### src/rtl/viterbi_decoder_param.sv
// Framed rate-1/2 soft-decision Viterbi decoder, 2^(K-1) states, register-exchange survivors.
// Define VITERBI_TERMINATED_EN to flush from state 0 (zero-tail frames) instead of the best state.
module viterbi_decoder_param #(
  parameter int unsigned  K  = 3,
  parameter logic [K-1:0] G0 = 3'b111,
  parameter logic [K-1:0] G1 = 3'b101,
  parameter int unsigned  QB = 3,
  parameter int unsigned  TB = 16,
  parameter int unsigned  MW = 8
) (
  input  logic          clk,
  input  logic          rst,
  input  logic          in_valid,
  output logic          in_ready,
  input  logic          in_first,
  input  logic          in_last,
  input  logic [QB-1:0] y1,
  input  logic [QB-1:0] y2,
  output logic          decoded_bit,
  output logic          data_valid,
  output logic          out_last
);

  localparam int unsigned NS = 2 ** (K - 1);
  localparam int unsigned SW = K - 1;
  localparam int unsigned CW = $clog2(TB + 1);
  localparam logic [MW-1:0] PmInit = MW'(1) << (MW - 2);

  typedef enum logic [1:0] {StIdle, StRun, StFlush} state_e;

  state_e          state_q, state_d;
  logic [MW-1:0]   pm_q [NS];
  logic [MW-1:0]   pm_d [NS];
  logic [TB-1:0]   surv_q [NS];
  logic [TB-1:0]   surv_d [NS];
  logic [CW-1:0]   cnt_q, cnt_d, cnt_acc;
  logic [TB-1:0]   flush_q, flush_d;
  logic [CW-1:0]   rem_q, rem_d;
  logic            dec_q, dec_d, dv_q, dv_d, last_q, last_d;

  logic            accept, start, all_msb;
  logic [MW-1:0]   pm_base [NS];
  logic [TB-1:0]   surv_base [NS];
  logic [MW-1:0]   cand0 [NS];
  logic [MW-1:0]   cand1 [NS];
  logic [MW-1:0]   pm_acs [NS];
  logic [MW-1:0]   pm_norm [NS];
  logic [TB-1:0]   prev_surv [NS];
  logic [TB-1:0]   surv_acs [NS];
  logic [SW-1:0]   best, flush_sel;
  logic [MW-1:0]   best_pm;

  // Cost of the branch into state n from predecessor {n[K-3:0], x}; register is {n, x}.
  function automatic logic [MW-1:0] branch_cost(input int unsigned n, input int unsigned x,
                                                input logic [QB-1:0] a, input logic [QB-1:0] b);
    logic [K-1:0] r;
    logic [QB:0]  ta, tb;
    r  = K'((n << 1) | x);
    ta = {1'b0, (^(r & G0)) ? ~a : a};
    tb = {1'b0, (^(r & G1)) ? ~b : b};
    return MW'(ta + tb);
  endfunction

  // Returns v[pos-1] without a width-mismatched variable bit select.
  function automatic logic pick_bit(input logic [TB-1:0] v, input logic [CW-1:0] pos);
    logic bit_out;
    bit_out = 1'b0;
    for (int unsigned i = 0; i < TB; i++) begin
      if (CW'(i + 1) == pos) bit_out = v[i];
    end
    return bit_out;
  endfunction

  assign in_ready = (state_q != StFlush);
  assign accept   = in_valid && in_ready;
  assign start    = accept && (in_first || (state_q == StIdle));
  assign cnt_acc  = start ? CW'(1) : ((cnt_q == CW'(TB)) ? cnt_q : cnt_q + CW'(1));

  always_comb begin
    for (int unsigned n = 0; n < NS; n++) begin
      pm_base[n]   = start ? ((n == 0) ? '0 : PmInit) : pm_q[n];
      surv_base[n] = start ? '0 : surv_q[n];
    end
  end

  always_comb begin
    all_msb = 1'b1;
    for (int unsigned n = 0; n < NS; n++) begin
      cand0[n] = pm_base[(2 * n) % NS] + branch_cost(n, 0, y1, y2);
      cand1[n] = pm_base[(2 * n) % NS + 1] + branch_cost(n, 1, y1, y2);
      if (cand1[n] < cand0[n]) begin
        pm_acs[n]    = cand1[n];
        prev_surv[n] = surv_base[(2 * n) % NS + 1];
      end else begin
        pm_acs[n]    = cand0[n];
        prev_surv[n] = surv_base[(2 * n) % NS];
      end
      surv_acs[n] = {prev_surv[n][TB-2:0], 1'(n >> (K - 2))};
      all_msb     = all_msb & pm_acs[n][MW-1];
    end
    for (int unsigned n = 0; n < NS; n++) begin
      pm_norm[n] = all_msb ? {1'b0, pm_acs[n][MW-2:0]} : pm_acs[n];
    end
    best    = '0;
    best_pm = pm_norm[0];
    for (int unsigned n = 1; n < NS; n++) begin
      if (pm_norm[n] < best_pm) begin
        best    = SW'(n);
        best_pm = pm_norm[n];
      end
    end
  end

`ifdef VITERBI_TERMINATED_EN
  assign flush_sel = '0;
`else
  assign flush_sel = best;
`endif

  always_comb begin
    state_d = state_q;
    pm_d    = pm_q;
    surv_d  = surv_q;
    cnt_d   = cnt_q;
    flush_d = flush_q;
    rem_d   = rem_q;
    dec_d   = 1'b0;
    dv_d    = 1'b0;
    last_d  = 1'b0;
    unique case (state_q)
      StIdle, StRun: begin
        if (accept) begin
          pm_d   = pm_norm;
          surv_d = surv_acs;
          cnt_d  = cnt_acc;
          if (in_last) begin
            // First flush bit goes out now; rem counts the bits still held after it.
            flush_d = surv_acs[flush_sel];
            dec_d   = pick_bit(surv_acs[flush_sel], cnt_acc);
            dv_d    = 1'b1;
            last_d  = (cnt_acc == CW'(1));
            rem_d   = cnt_acc - CW'(1);
            state_d = StFlush;
          end else begin
            state_d = StRun;
            if (cnt_acc == CW'(TB)) begin
              dv_d  = 1'b1;
              dec_d = surv_acs[best][TB-1];
            end
          end
        end
      end
      StFlush: begin
        if (rem_q == '0) begin
          state_d = StIdle;
        end else begin
          dv_d   = 1'b1;
          dec_d  = pick_bit(flush_q, rem_q);
          last_d = (rem_q == CW'(1));
          rem_d  = rem_q - CW'(1);
        end
      end
      default: state_d = StIdle;
    endcase
  end

  always_ff @(posedge clk) begin
    if (rst) begin
      state_q <= StIdle;
      for (int unsigned n = 0; n < NS; n++) begin
        pm_q[n]   <= '0;
        surv_q[n] <= '0;
      end
      cnt_q   <= '0;
      flush_q <= '0;
      rem_q   <= '0;
      dec_q   <= 1'b0;
      dv_q    <= 1'b0;
      last_q  <= 1'b0;
    end else begin
      state_q <= state_d;
      pm_q    <= pm_d;
      surv_q  <= surv_d;
      cnt_q   <= cnt_d;
      flush_q <= flush_d;
      rem_q   <= rem_d;
      dec_q   <= dec_d;
      dv_q    <= dv_d;
      last_q  <= last_d;
    end
  end

  assign decoded_bit = dec_q;
  assign data_valid  = dv_q;
  assign out_last    = last_q;

endmodule

### config.mk
export PLATFORM = sky130hd
export DESIGN_NAME = viterbi_decoder_param
export DESIGN_NICKNAME = d
export VERILOG_FILES = /design/src/rtl/viterbi_decoder_param.sv
export SDC_FILE = /design/constraint.sdc
export NUM_CORES = 1
export LEC_CHECK = 0
export BUFFER_PORTS_ARGS = -buffer_cell sky130_fd_sc_hd__clkbuf_2
export CAP_MARGIN = 20
export CORE_AREA = 2 2 191 193
export CTS_BUF_LIST = sky130_fd_sc_hd__clkbuf_8
export DETAILED_ROUTE_END_ITERATION = 8
export DIE_AREA = 0 0 193 195
export PLACE_DENSITY = 0.48
export SLEW_MARGIN = 20
export SYNTH_ARGS = -nofsm -noshare
export SYNTH_HDL_FRONTEND = slang
export SYNTH_SLANG_ARGS = --single-unit
### constraint.sdc
create_clock -name clk -period 52 [get_ports clk]
set_input_delay 15.6 -clock clk [delete_from_list [all_inputs] [get_ports clk]]
set_output_delay 15.6 -clock clk [all_outputs]
set_load 0.1 [all_outputs]
==> results of run 1 <==
## worst max-delay path, delay by kind of cell
| kind | cells | cell delay [ps] |
|---|---|---|
| AOI/OAI and AO/OA | 27 | 5990 |
| xor gates and xnor gates | 2 | 400 |
| buffers and inverters | 4 | 970 |
| adders and majority gates | 5 | 1330 |
| muxes | 2 | 340 |
| and+or+nand+nor | 17 | 4680 |
## per-stage QoR
step / instances / hold WS [ps] / setup WS [ps] / instance area [µm²] / power [mW]
after floorplan: 1447 / 432 / 22900 / 10500 / 0.498
after global placement: 1848 / 445 / 23030 / 11000 / 0.637
after detailed placement: 1848 / 449 / 22700 / 11000 / 0.642
after CTS: 1880 / 463 / 23150 / 11400 / 0.741
after global routing: 1880 / 485 / 21510 / 11400 / 0.812
final: 1880 / 467 / 22980 / 11400 / 0.740
## registers in the layout, summed over array words and instances (netlist names)
signal / cells
rem_q: 5
cnt_q: 5
surv_q: 54
pm_q: 32
decoded_bit: 1
state_q: 2
out_last: 1
data_valid: 1
flush_q: 16
## worst paths after layout
path,start,endpoint
worst max register to register,state_q[1]$_SDFFE_PP0P_,decoded_bit$_SDFF_PP0_
worst min-delay path,flush_q[2]$_SDFFE_PP0P_,flush_q[2]$_SDFFE_PP0P_
worst min register to register,flush_q[2]$_SDFFE_PP0P_,flush_q[2]$_SDFFE_PP0P_
worst max-delay path,in_first,decoded_bit$_SDFF_PP0_
## Yosys cell counts, types with 3 or more instances
| master | count |
|---|---|
| nor2_1 | 198 |
| dfxtp_1 | 117 |
| nand3_1 | 25 |
| o32ai_1 | 3 |
| a22oi_1 | 6 |
| o2111ai_1 | 4 |
| a211o_1 | 3 |
| buf_1 | 18 |
| nand4_1 | 15 |
| nand2b_1 | 15 |
| a31oi_1 | 16 |
| nor2b_1 | 16 |
| a311oi_1 | 3 |
| o21bai_1 | 9 |
| o31ai_1 | 8 |
| nor3_1 | 41 |
| xnor2_1 | 31 |
| o21ai_0 | 61 |
| o31a_1 | 5 |
| and3_1 | 5 |
| nor3b_1 | 3 |
| nand2_1 | 182 |
| buf_2 | 7 |
| mux2i_1 | 53 |
| a211oi_1 | 29 |
| or2_2 | 4 |
| a311o_1 | 5 |
| fa_1 | 6 |
| a21o_1 | 23 |
| and2_1 | 23 |
| o21a_1 | 13 |
| a21oi_1 | 149 |
| or2_1 | 3 |
| clkbuf_1 | 63 |
| inv_1 | 67 |
| ha_1 | 98 |
| xor2_1 | 31 |
| o211ai_1 | 13 |
| a2111oi_0 | 5 |
| mux2_2 | 10 |
| or3_1 | 8 |
| o22ai_1 | 3 |
## routing by layer
layer | up-vias | GRT usage | wire length (µm)
li1 | 4987 | - | -
met1 | 4709 | 0.262 | 16700
met2 | 204 | 0.283 | 15000
met3 | 26 | 0.0264 | 1310
met4 | 0 | 0.0455 | 369
met5 | - | 0 | 0
## cells by family (layout without fill, tap and decap cells)
kind of cell	count (synthesis)	in the layout	share of synthesized area
adder cells (fa/ha/maj)	104	104	0.128
flip-flops	117	117	0.223
buffers and inverters	159	131	0.0595
XOR/XNOR	64	64	0.0548
multiplexers	65	65	0.0649
AO/OA/AOI/OAI	386	386	0.234
AND/OR/NAND/NOR	552	552	0.235
## report_power, final
group / internal [mW] / total [mW] / switching (mW)
logic: 0.189 / 0.540 / 0.351
clock network: 0.0486 / 0.0958 / 0.0472
registers: 0.0966 / 0.104 / 0.00779
## cell type report
cell class                      instances  area (µm²)  area share
Tap cell                              461         577      0.0506
Multi-Input combinational cell       1171        7590       0.666
Clock buffer                           17         234      0.0205
Clock inverter                         15         190      0.0167
Inverter                               68         255      0.0224
Sequential cell                       117        2340       0.206
Timing Repair Buffer                   31         200      0.0176
==> key figures, run 1 <==
Outcome
  – Status: finished, final reports clean

Clock network
  – Num Clock Sinks: 117
  – Root Buffer: clkbuf_8
  – Clock Latency Late Sink: 470 ps
  – Worst-case clock buffer depth: 2
  – CTS tree: yes
  – Total CTS buffers: 17
  – Reg clk slew, reported paths: 90 ps
  – Hold_buf cts: 0
  – Post-CTS Setup Bufs: 0
  – # resized after CTS: 0
  – CTS H-tree depth: 4

Route
  – DR vias: 9,926
  – Drt initial violations: 817
  – Routed wire length: 33,400 µm
  – Wire per inst: 17.8 µm
  – Post-route DRC: 0
  – Post-DRT Antenna Nets: 0
  – DRT Pass-1 Iters: 5
  – Via density: 5.28

Setup path
  – Critical Path AT: 29,380 ps
  – Flop-to-flop setup slack: 37,200 ps
  – Slowest stage cell, crit path: or2_1
  – Critical Path End Type: flop
  – R2R depth: 57
  – Worst-path maximum fanout: 56
  – CP max stage delay: 800 ps
  – WP data required: 52,360 ps
  – WS Path Type: input pin to flop
  – Most frequent CP cell: a21oi_1
  – Startpoint Class: input pin

Synth
  – Top-area cell type share of the netlist area: 0.223
  – Mean post-synth cell area: 7.25 µm²
  – Mapped Area: 10,500 µm²
  – Synth Instances: 1,447
  – Top cells by area in the synthesized netlist: dfxtp_1 22%, ha_1 12%, a21oi_1 7.1%
  – Number of flops mapped to enable cells by yosys: 0
  – Post-synth cell types: 82
  – Post-synth top area cell: dfxtp_1
  – Primary FF master, synth: dfxtp_1
  – FFs w/ async S/R, synth: 0
  – Synth Net Count: 1,562
  – Yosys warns: 0
  – Synth Register Bits: 117
  – Sequential share of the synthesized area: 0.223

Min path
  – Min-Delay Path Class: flop to flop
  – Hold depth: 2

Timing
  – Slew Limit Fails: 0
  – Setup TNS: 0 ps
  – Final Cycle Share: 0.558
  – Final hold viol count: 0
  – Final Skew: 20.4 ps
  – Worst Tran Pin Value: 1030 ps
  – Final setup fails: 0
  – Min Tclk post-route: 29,020 ps
  – RSZ-0062 raised after global routing: false
  – Slew HR: 0.312
  – Max Freq: 0.0345 GHz

Global routing
  – First-pass GRT wire length: 53,500 µm
  – GRT Util Overall: 0.182
  – Gr ovfl total: 0
  – Vias in the first global route: 9,553
  – Largest net degree at the start of global routing: 91
  – Initial antenna violation count: 0

Cells and area
  – Layout cells sized above 1: 0.0705
  – Final core utilization: 0.322
  – Net count, final: 1,521
  – Layout area overhead: 8.52%
  – # diodes: 0
  – Filler cell count: 3,848
  – Commonest non-fill, non-tap cell in the layout: nor2_1
  – Commonest non-fill, non-tap cells in the layout: 197 x nor2_1, 182 x nand2_1, 148 x a21oi_1, 117 x dfxtp_1, 98 x ha_1

Floorplanning
  – Die area: 37,600 µm²
  – Core Area: 35,400 µm²
  – Initial Utilization: 0.297
  – Die W: 193 µm
  – # rows: 69
  – IO Pins: 15
  – Die height: 195 µm

Placement
  – RD Place Congestion: 0.878
  – Detailed Place HPWL: 24,300 µm
  – Port buffer count: 14

Power
  – PwrDens: 65.0 nW/µm²
  – Leak: 4.56 nW
  – Peak supply drop: 0.0000646 V

Run
  – MaxCap Viol Count: 0
Power figures use the tool's default switching activity.
==> inputs of run 2 (changes only) <==
--- a/config.mk
+++ b/config.mk
@@ -5,6 +5,7 @@
 export SDC_FILE = /design/constraint.sdc
 export NUM_CORES = 1
 export LEC_CHECK = 0
+export ABC_AREA = 1
 export BUFFER_PORTS_ARGS = -buffer_cell sky130_fd_sc_hd__clkbuf_2
 export CAP_MARGIN = 20
 export CORE_AREA = 2 2 191 193
==> constraint.sdc (replaced) <==
create_clock -name clk -period 27.3 [get_ports clk]
set_input_delay 8.19 -clock clk [delete_from_list [all_inputs] [get_ports clk]]
set_output_delay 8.19 -clock clk [all_outputs]
set_load 0.1 [all_outputs]
==> key figures, run 2 <==
Outcome
  – Status: finished, final reports clean

Timing
  – Hold Slack: 470 ps (+3.25 ps)
  – Min Tclk post-route: 17,580 ps
  – Worst Tran Pin Value: 945 ps (-87.0 ps)
  – RSZ-0062 raised after global routing: false
  – Max Freq: 0.0569 GHz
  – Setup TNS: 0 ps (unchanged)
  – Slew Limit Fails: 0 (unchanged)
  – Final setup fails: 0 (unchanged)
  – Final Cycle Share: 0.644
  – Slew HR: 0.364 (+0.0526)
  – Final hold viol count: 0 (unchanged)
  – Final Skew: 17.9 ps (-2.55 ps)

Synth
  – Mean post-synth cell area: 6.15 µm² (-15%)
  – Synth Register Bits: 117 (unchanged)
  – Post-synth top area cell: dfxtp_1
  – Post-synth cell types: 44 (-46%)
  – Post-synth top cells: 389 x nand2_1, 274 x inv_1, 207 x o21ai_0, 202 x nor2_1, 117 x dfxtp_1
  – Synth Net Count: 1,821 (+17%)
  – Top-count cell post-synth: nand2_1
  – FFs w/ async S/R, synth: 0 (unchanged)
  – Number of flops mapped to enable cells by yosys: 0 (unchanged)
  – Primary FF master, synth: dfxtp_1
  – Sequential share of the synthesized area: 0.223 (about the same)
  – Top-area cell type share of the netlist area: 0.223 (about the same)
  – Synth Instances: 1,706 (+18%)
  – Top cells by area in the synthesized netlist: dfxtp_1 22%, nand2_1 14%, ha_1 12%
  – Yosys warns: 0 (unchanged)
  – Mapped Area: 10,500 µm² (about the same)

Global routing
  – Vias in the first global route: 9,321 (-2.4%)
  – First-pass GRT wire length: 50,000 µm (-6.5%)
  – Gr ovfl total: 0 (unchanged)
  – GRT Util Overall: 0.168 (-0.0135)
  – Initial antenna violation count: 0 (unchanged)
  – Largest net degree at the start of global routing: 84 (-7.7%)

Placement
  – Port buffer count: 14 (unchanged)
  – Placed cells: 2,117 (+15%)
  – Dpl cell area: 10,900 µm² (-0.89%)
  – RD Place Congestion: 0.837 (-4.7%)
  – Detailed Place HPWL: 23,000 µm (-5.2%)

Setup path
  – Worst-path maximum fanout: 62 (+11%)
  – R2r startpoint: state_q[1]$_SDFFE_PP0P_
  – Slowest stage cell, crit path: nand2_1
  – WP data required: 27,700 ps (-24,660 ps)
  – Critical Path AT: 17,990 ps (-11,390 ps)
  – Startpoint Class: input pin
  – Flop-to-flop setup slack: 17,090 ps (-20,110 ps)
  – WS Path Type: input pin to flop
  – Reg2reg end: decoded_bit$_SDFF_PP0_
  – CP max stage delay: 680 ps (-120 ps)
  – R2R depth: 58 (+1.8%)
  – Most frequent CP cell: nand2_1
  – Critical Path End Type: flop

Clock network
  – Hold_buf cts: 0 (unchanged)
  – Worst-case clock buffer depth: 2 (unchanged)
  – Reg clk slew, reported paths: 90 ps (about the same)
  – Root Buffer: clkbuf_8
  – Num Clock Sinks: 117 (unchanged)
  – Post-CTS Setup Bufs: 0 (unchanged)
  – CTS H-tree depth: 4 (unchanged)
  – Total CTS buffers: 17 (unchanged)
  – Clock Latency Late Sink: 470 ps (about the same)
  – CTS tree: yes
  – # resized after CTS: 0 (unchanged)

Power
  – Peak supply drop: 0.0000704 V (+9.1%)
  – PwrDens: 100 nW/µm² (+54%)
  – Switching share of power: 0.560 (+0.0120)
  – Sequential share of power: 0.182 (+0.041)
  – Clock power share: 0.146 (+0.017)
  – Total power: 1.13 mW (+52%)
  – Combinational share of power: 0.672 (-0.058)
  – P_int: 0.496 mW (+48%)
  – NetSw: 0.631 mW (+56%)
  – Leak: 5.90 nW (+29%)

Cells and area
  – Commonest non-fill, non-tap cells in the layout: 389 x nand2_1, 273 x inv_1, 207 x o21ai_0, 200 x nor2_1, 117 x dfxtp_1
  – Top reg by flops: surv_q
  – # diodes: 0 (unchanged)
  – Layout cells sized above 1: 0.0634 (-0.00705)
  – Commonest non-fill, non-tap cell in the layout: nand2_1
  – Layout area overhead: 7.25%
  – Largest registers: surv_q: 54 flops, pm_q: 32 flops, flush_q: 16 flops
  – Net count, final: 1,790 (+18%)
  – Design area: 11,300 µm² (-1.2%)
  – Layout Cells excl Fill: 2,148 (+14%)
  – Largest register FFs: 54 (unchanged)

Route
  – DRT Pass-1 Iters: 8 (+3)
  – Routed wire length: 30,700 µm (-8.0%)
  – Wire per inst: 14.3 µm (-20%)
  – DR vias: 10,100 (+1.7%)
  – Post-DRT Antenna Nets: 0 (unchanged)
  – Post-route DRC: 0 (unchanged)
  – Via density: 4.70 (-11%)
  – Drt initial violations: 665 (-19%)

Floorplanning
  – # rows: 69 (unchanged)
  – IO Pins: 15 (unchanged)
  – Core Area: 35,400 µm² (unchanged)
  – Initial Utilization: 0.296 (about the same)
  – Die area: 37,600 µm² (unchanged)
  – Die height: 195 µm (unchanged)
  – Die W: 193 µm (unchanged)

Min path
  – Min-Delay Startpoint: surv_q[50]$_SDFFE_PP0P_
  – Min-Delay Path Class: flop to flop
  – WHS Endpoint: surv_q[50]$_SDFFE_PP0P_
  – Hold depth: 2 (unchanged)

Run
  – MaxCap Viol Count: 0 (unchanged)
-- run 2: power groups by stage --
stage               combinational [mW]  sequential [mW]  clock, mW
floorplan                        0.622            0.207          0
global placement                 0.741            0.208          0
detailed placement               0.753            0.208          0
CTS                              0.757            0.205      0.172
global route                     0.868            0.207      0.179
finish                           0.758            0.205      0.165
-- run 2: layout make-up --
| class | count | area [µm²] |
|---|---|---|
| clock buffer | 17 | 234 |
| timing repair buffer | 22 | 130 |
| tap | 461 | 577 |
| multi-input combinational | 1236 | 6760 |
| inverter | 281 | 1050 |
| clock inverter | 14 | 153 |
| fill | 3974 | 24100 |
| sequential | 117 | 2340 |
-- run 2: logic make-up after synthesis --
kind of cell	Yosys count	share of synthesized area
AOI/OAI and AO/OA	369	0.191
muxes	1	0.000954
xor gates and xnor gates	48	0.0408
buffers and inverters	353	0.133
DFF	117	0.223
adders and majority gates	104	0.128
and+or+nand+nor	714	0.283
-- run 2: stage by stage --
stage	utilization	setup WS [ps]
after global placement	0.307	9360
after global routing	0.318	8410
final	0.318	9720
after CTS	0.318	9650
after detailed placement	0.307	9160
after floorplan	-	9350
-- run 2: per-layer routing --
layer  GRT usage  wire [µm]  up-vias  share of wire
li1            -          -     5363              -
met5           0          0        -              0
met3      0.0228        891       25          0.029
met1       0.248      16300     4558           0.53
met2       0.257      13100      145           0.43
met4      0.0404        391        0          0.013
-- run 2: worst max path at each step --
stage,endpoint,slack [ps],startpoint,cells past startpoint
4_1_cts,decoded_bit$_SDFF_PP0_,9650,in_first,59
3_3_place_gp,decoded_bit$_SDFF_PP0_,9360,in_first,59
3_5_place_dp,decoded_bit$_SDFF_PP0_,9160,in_first,59
5_1_grt,decoded_bit$_SDFF_PP0_,8410,in_first,64
6_report,decoded_bit$_SDFF_PP0_,9720,in_first,60
2_1_floorplan,decoded_bit$_SDFF_PP0_,9350,in_first,63
-- run 2: critical path: cells and delay by family --
family          cells  cell delay, ps
buf+inv             8            1450
simple gates       32            3830
compound gates     14            2830
xor+xnor            1             160
fa+ha+maj           5            1490
==> inputs of run 3 (changes only) <==
--- a/config.mk
+++ b/config.mk
@@ -12,7 +12,7 @@
 export CTS_BUF_LIST = sky130_fd_sc_hd__clkbuf_8
 export DETAILED_ROUTE_END_ITERATION = 8
 export DIE_AREA = 0 0 193 195
-export PLACE_DENSITY = 0.48
+export PLACE_DENSITY = 0.5
 export SLEW_MARGIN = 20
 export SYNTH_ARGS = -nofsm -noshare
 export SYNTH_HDL_FRONTEND = slang
==> constraint.sdc (replaced) <==
create_clock -name clk -period 14.4 [get_ports clk]
set_input_delay 4.32 -clock clk [delete_from_list [all_inputs] [get_ports clk]]
set_output_delay 4.32 -clock clk [all_outputs]
set_load 0.1 [all_outputs]
==> key figures, run 3 (synthesized netlist as in run 2, its figures left out) <==
Floorplanning
  – Initial Utilization: 0.296 (unchanged)
  – # rows: 69 (unchanged)
  – Die area: 37,600 µm² (unchanged)
  – Core Area: 35,400 µm² (unchanged)
  – IO Pins: 15 (unchanged)
  – Die height: 195 µm (unchanged)
  – Die W: 193 µm (unchanged)

Route
  – DR vias: 10,200 (+0.78%)
  – Drt initial violations: 749 (+13%)
  – Wire per inst: 14.1 µm (-1.4%)
  – Via density: 4.73 (+0.60%)
  – Post-DRT Antenna Nets: 0 (unchanged)
  – DRT Pass-1 Iters: 5 (-3)
  – Routed wire length: 30,300 µm (-1.2%)
  – Post-route DRC: 0 (unchanged)

Setup path
  – Most frequent CP cell: nand2_1
  – Top delay family on crit path: compound AO/OA/AOI/OAI gates
  – Slowest stage cell, crit path: fa_1
  – Startpoint Class: input pin
  – Worst-path maximum fanout: 31 (-50%)
  – CP max stage delay: 490 ps (-190 ps)
  – WP data required: 14,810 ps (-12,890 ps)
  – Worst path bufs/invs: 6 (-2)
  – CP startpoint: y1[1]
  – Critical Path End Type: flop
  – R2r startpoint: state_q[0]$_SDFFE_PP0P_
  – WS Path Type: input pin to flop
  – Critical Path AT: 13,400 ps (-4590 ps)

Cells and area
  – Commonest non-fill, non-tap cells in the layout: 389 x nand2_1, 273 x inv_1, 207 x o21ai_0, 200 x nor2_1, 117 x dfxtp_1
  – Largest register FFs: 54 (unchanged)
  – Commonest non-fill, non-tap cell in the layout: nand2_1
  – # diodes: 0 (unchanged)
  – Largest registers: surv_q: 54 flops, pm_q: 32 flops, flush_q: 16 flops
  – Top reg by flops: surv_q
  – Layout cells sized above 1: 0.0651 (+0.00162)
  – Filler cell count: 3,919 (-1.4%)
  – Net count, final: 1,793 (+0.17%)
  – Final core utilization: 0.319 (+0.000742)
  – Layout area overhead: 7.50%
  – Layout Cells excl Fill: 2,152 (+0.19%)

Clock network
  – # resized after CTS: 0 (unchanged)
  – Total CTS buffers: 17 (unchanged)
  – Clock Latency Late Sink: 480 ps (about the same)
  – Reg clk slew, reported paths: 90 ps (about the same)
  – Hold_buf cts: 0 (unchanged)
  – Root Buffer: clkbuf_8
  – Post-CTS Setup Bufs: 0 (unchanged)
  – CTS tree: yes
  – Num Clock Sinks: 117 (unchanged)
  – Worst-case clock buffer depth: 2 (unchanged)
  – CTS H-tree depth: 4 (unchanged)

Timing
  – RSZ-0062 raised after global routing: false
  – Final hold viol count: 0 (unchanged)
  – Final setup fails: 0 (unchanged)
  – Min Tclk post-route: 12,990 ps
  – Final Cycle Share: 0.902
  – Max Freq: 0.0770 GHz
  – Worst Tran Pin Value: 1020 ps (+71.4 ps)
  – Slew HR: 0.322 (-0.0422)
  – Final Skew: 18.6 ps (+0.672 ps)
  – Slew Limit Fails: 0 (unchanged)
  – Setup TNS: 0 ps (unchanged)

Placement
  – Detailed Place HPWL: 22,300 µm (-3.2%)
  – Placed cells: 2,120 (+0.14%)
  – Port buffer count: 14 (unchanged)
  – RD Place Congestion: 0.855 (+2.1%)

Global routing
  – GRT Util Overall: 0.168 (-0.000528)
  – Largest net degree at the start of global routing: 81 (-3.6%)
  – Gr ovfl total: 0 (unchanged)
  – Initial antenna violation count: 0 (unchanged)
  – Vias in the first global route: 9,609 (+3.1%)
  – First-pass GRT wire length: 50,000 µm (about the same)

Power
  – Leak: 5.93 nW (+0.46%)
  – PwrDens: 191 nW/µm² (+91%)
  – Peak supply drop: 0.0000898 V (+28%)

Outcome
  – Status: finished, final reports clean

Min path
  – Min-Delay Startpoint: surv_q[50]$_SDFFE_PP0P_
  – Min-Delay Path Class: flop to flop

Run
  – MaxCap Viol Count: 0 (unchanged)
## run 3: changes by cell type in the layout (fill, tap and decap cells not counted)
cell / previous run / this run
buf_4: 8 / 11
clkinv_1: 0 / 1
clkinv_2: 2 / 3
clkinv_4: 3 / 5
clkinvlp_4: 4 / 1
## run 3: stage by stage
step           area (µm²)  power, mW  worst slack (ps)  hold slack [ps]
2_1_floorplan       10500       1.57               318              441
3_3_place_gp        10900       1.82              1040              452
3_5_place_dp        10900       1.84               911              456
4_1_cts             11300       2.17              1420              468
5_1_grt             11300       2.40               415              487
6_report            11300       2.15              1410              468
## run 3: path summary, 6_finish.rpt
check / end / slack [ps] / cells past startpoint
worst max register to register: decoded_bit$_SDFF_PP0_ / 5020 / 57
worst max-delay path: decoded_bit$_SDFF_PP0_ / 1410 / 57
worst min-delay path: surv_q[50]$_SDFFE_PP0P_ / 470 / 2
worst min register to register: surv_q[50]$_SDFFE_PP0P_ / 470 / 2
## run 3: cell type report
cell class / instances / area [µm²] / area share
multi-input combinational: 1236 / 6760 / 0.600
sequential: 117 / 2340 / 0.208
timing repair buffer: 25 / 153 / 0.0135
clock buffer: 17 / 234 / 0.0207
inverter: 281 / 1050 / 0.0935
clock inverter: 15 / 156 / 0.0139
tap: 461 / 577 / 0.0511
## run 3: routing by layer
| metal | vias to the layer above | share of wire | track usage |
|---|---|---|---|
| li1 | 5375 | - | - |
| met1 | 4623 | 0.51 | 0.239 |
| met2 | 150 | 0.44 | 0.267 |
| met3 | 22 | 0.037 | 0.0203 |
| met4 | 0 | 0.011 | 0.0424 |
| met5 | - | 0 | 0 |
## run 3: report_power, final
part	switching (mW)	leakage (nW)	total, mW	internal (mW)
clock network	0.163	0.202	0.317	0.155
registers	0.0254	0.965	0.388	0.363
logic	1.02	4.76	1.45	0.429
## run 3: worst register-to-register path: cells and delay by family (launching register included)
kind	cells	cell delay, ps
adder cells (fa/ha/maj)	6	1940
flip-flops	1	360
AO/OA/AOI/OAI	14	2960
buffers and inverters	6	470
XOR/XNOR	1	210
AND/OR/NAND/NOR	30	3350
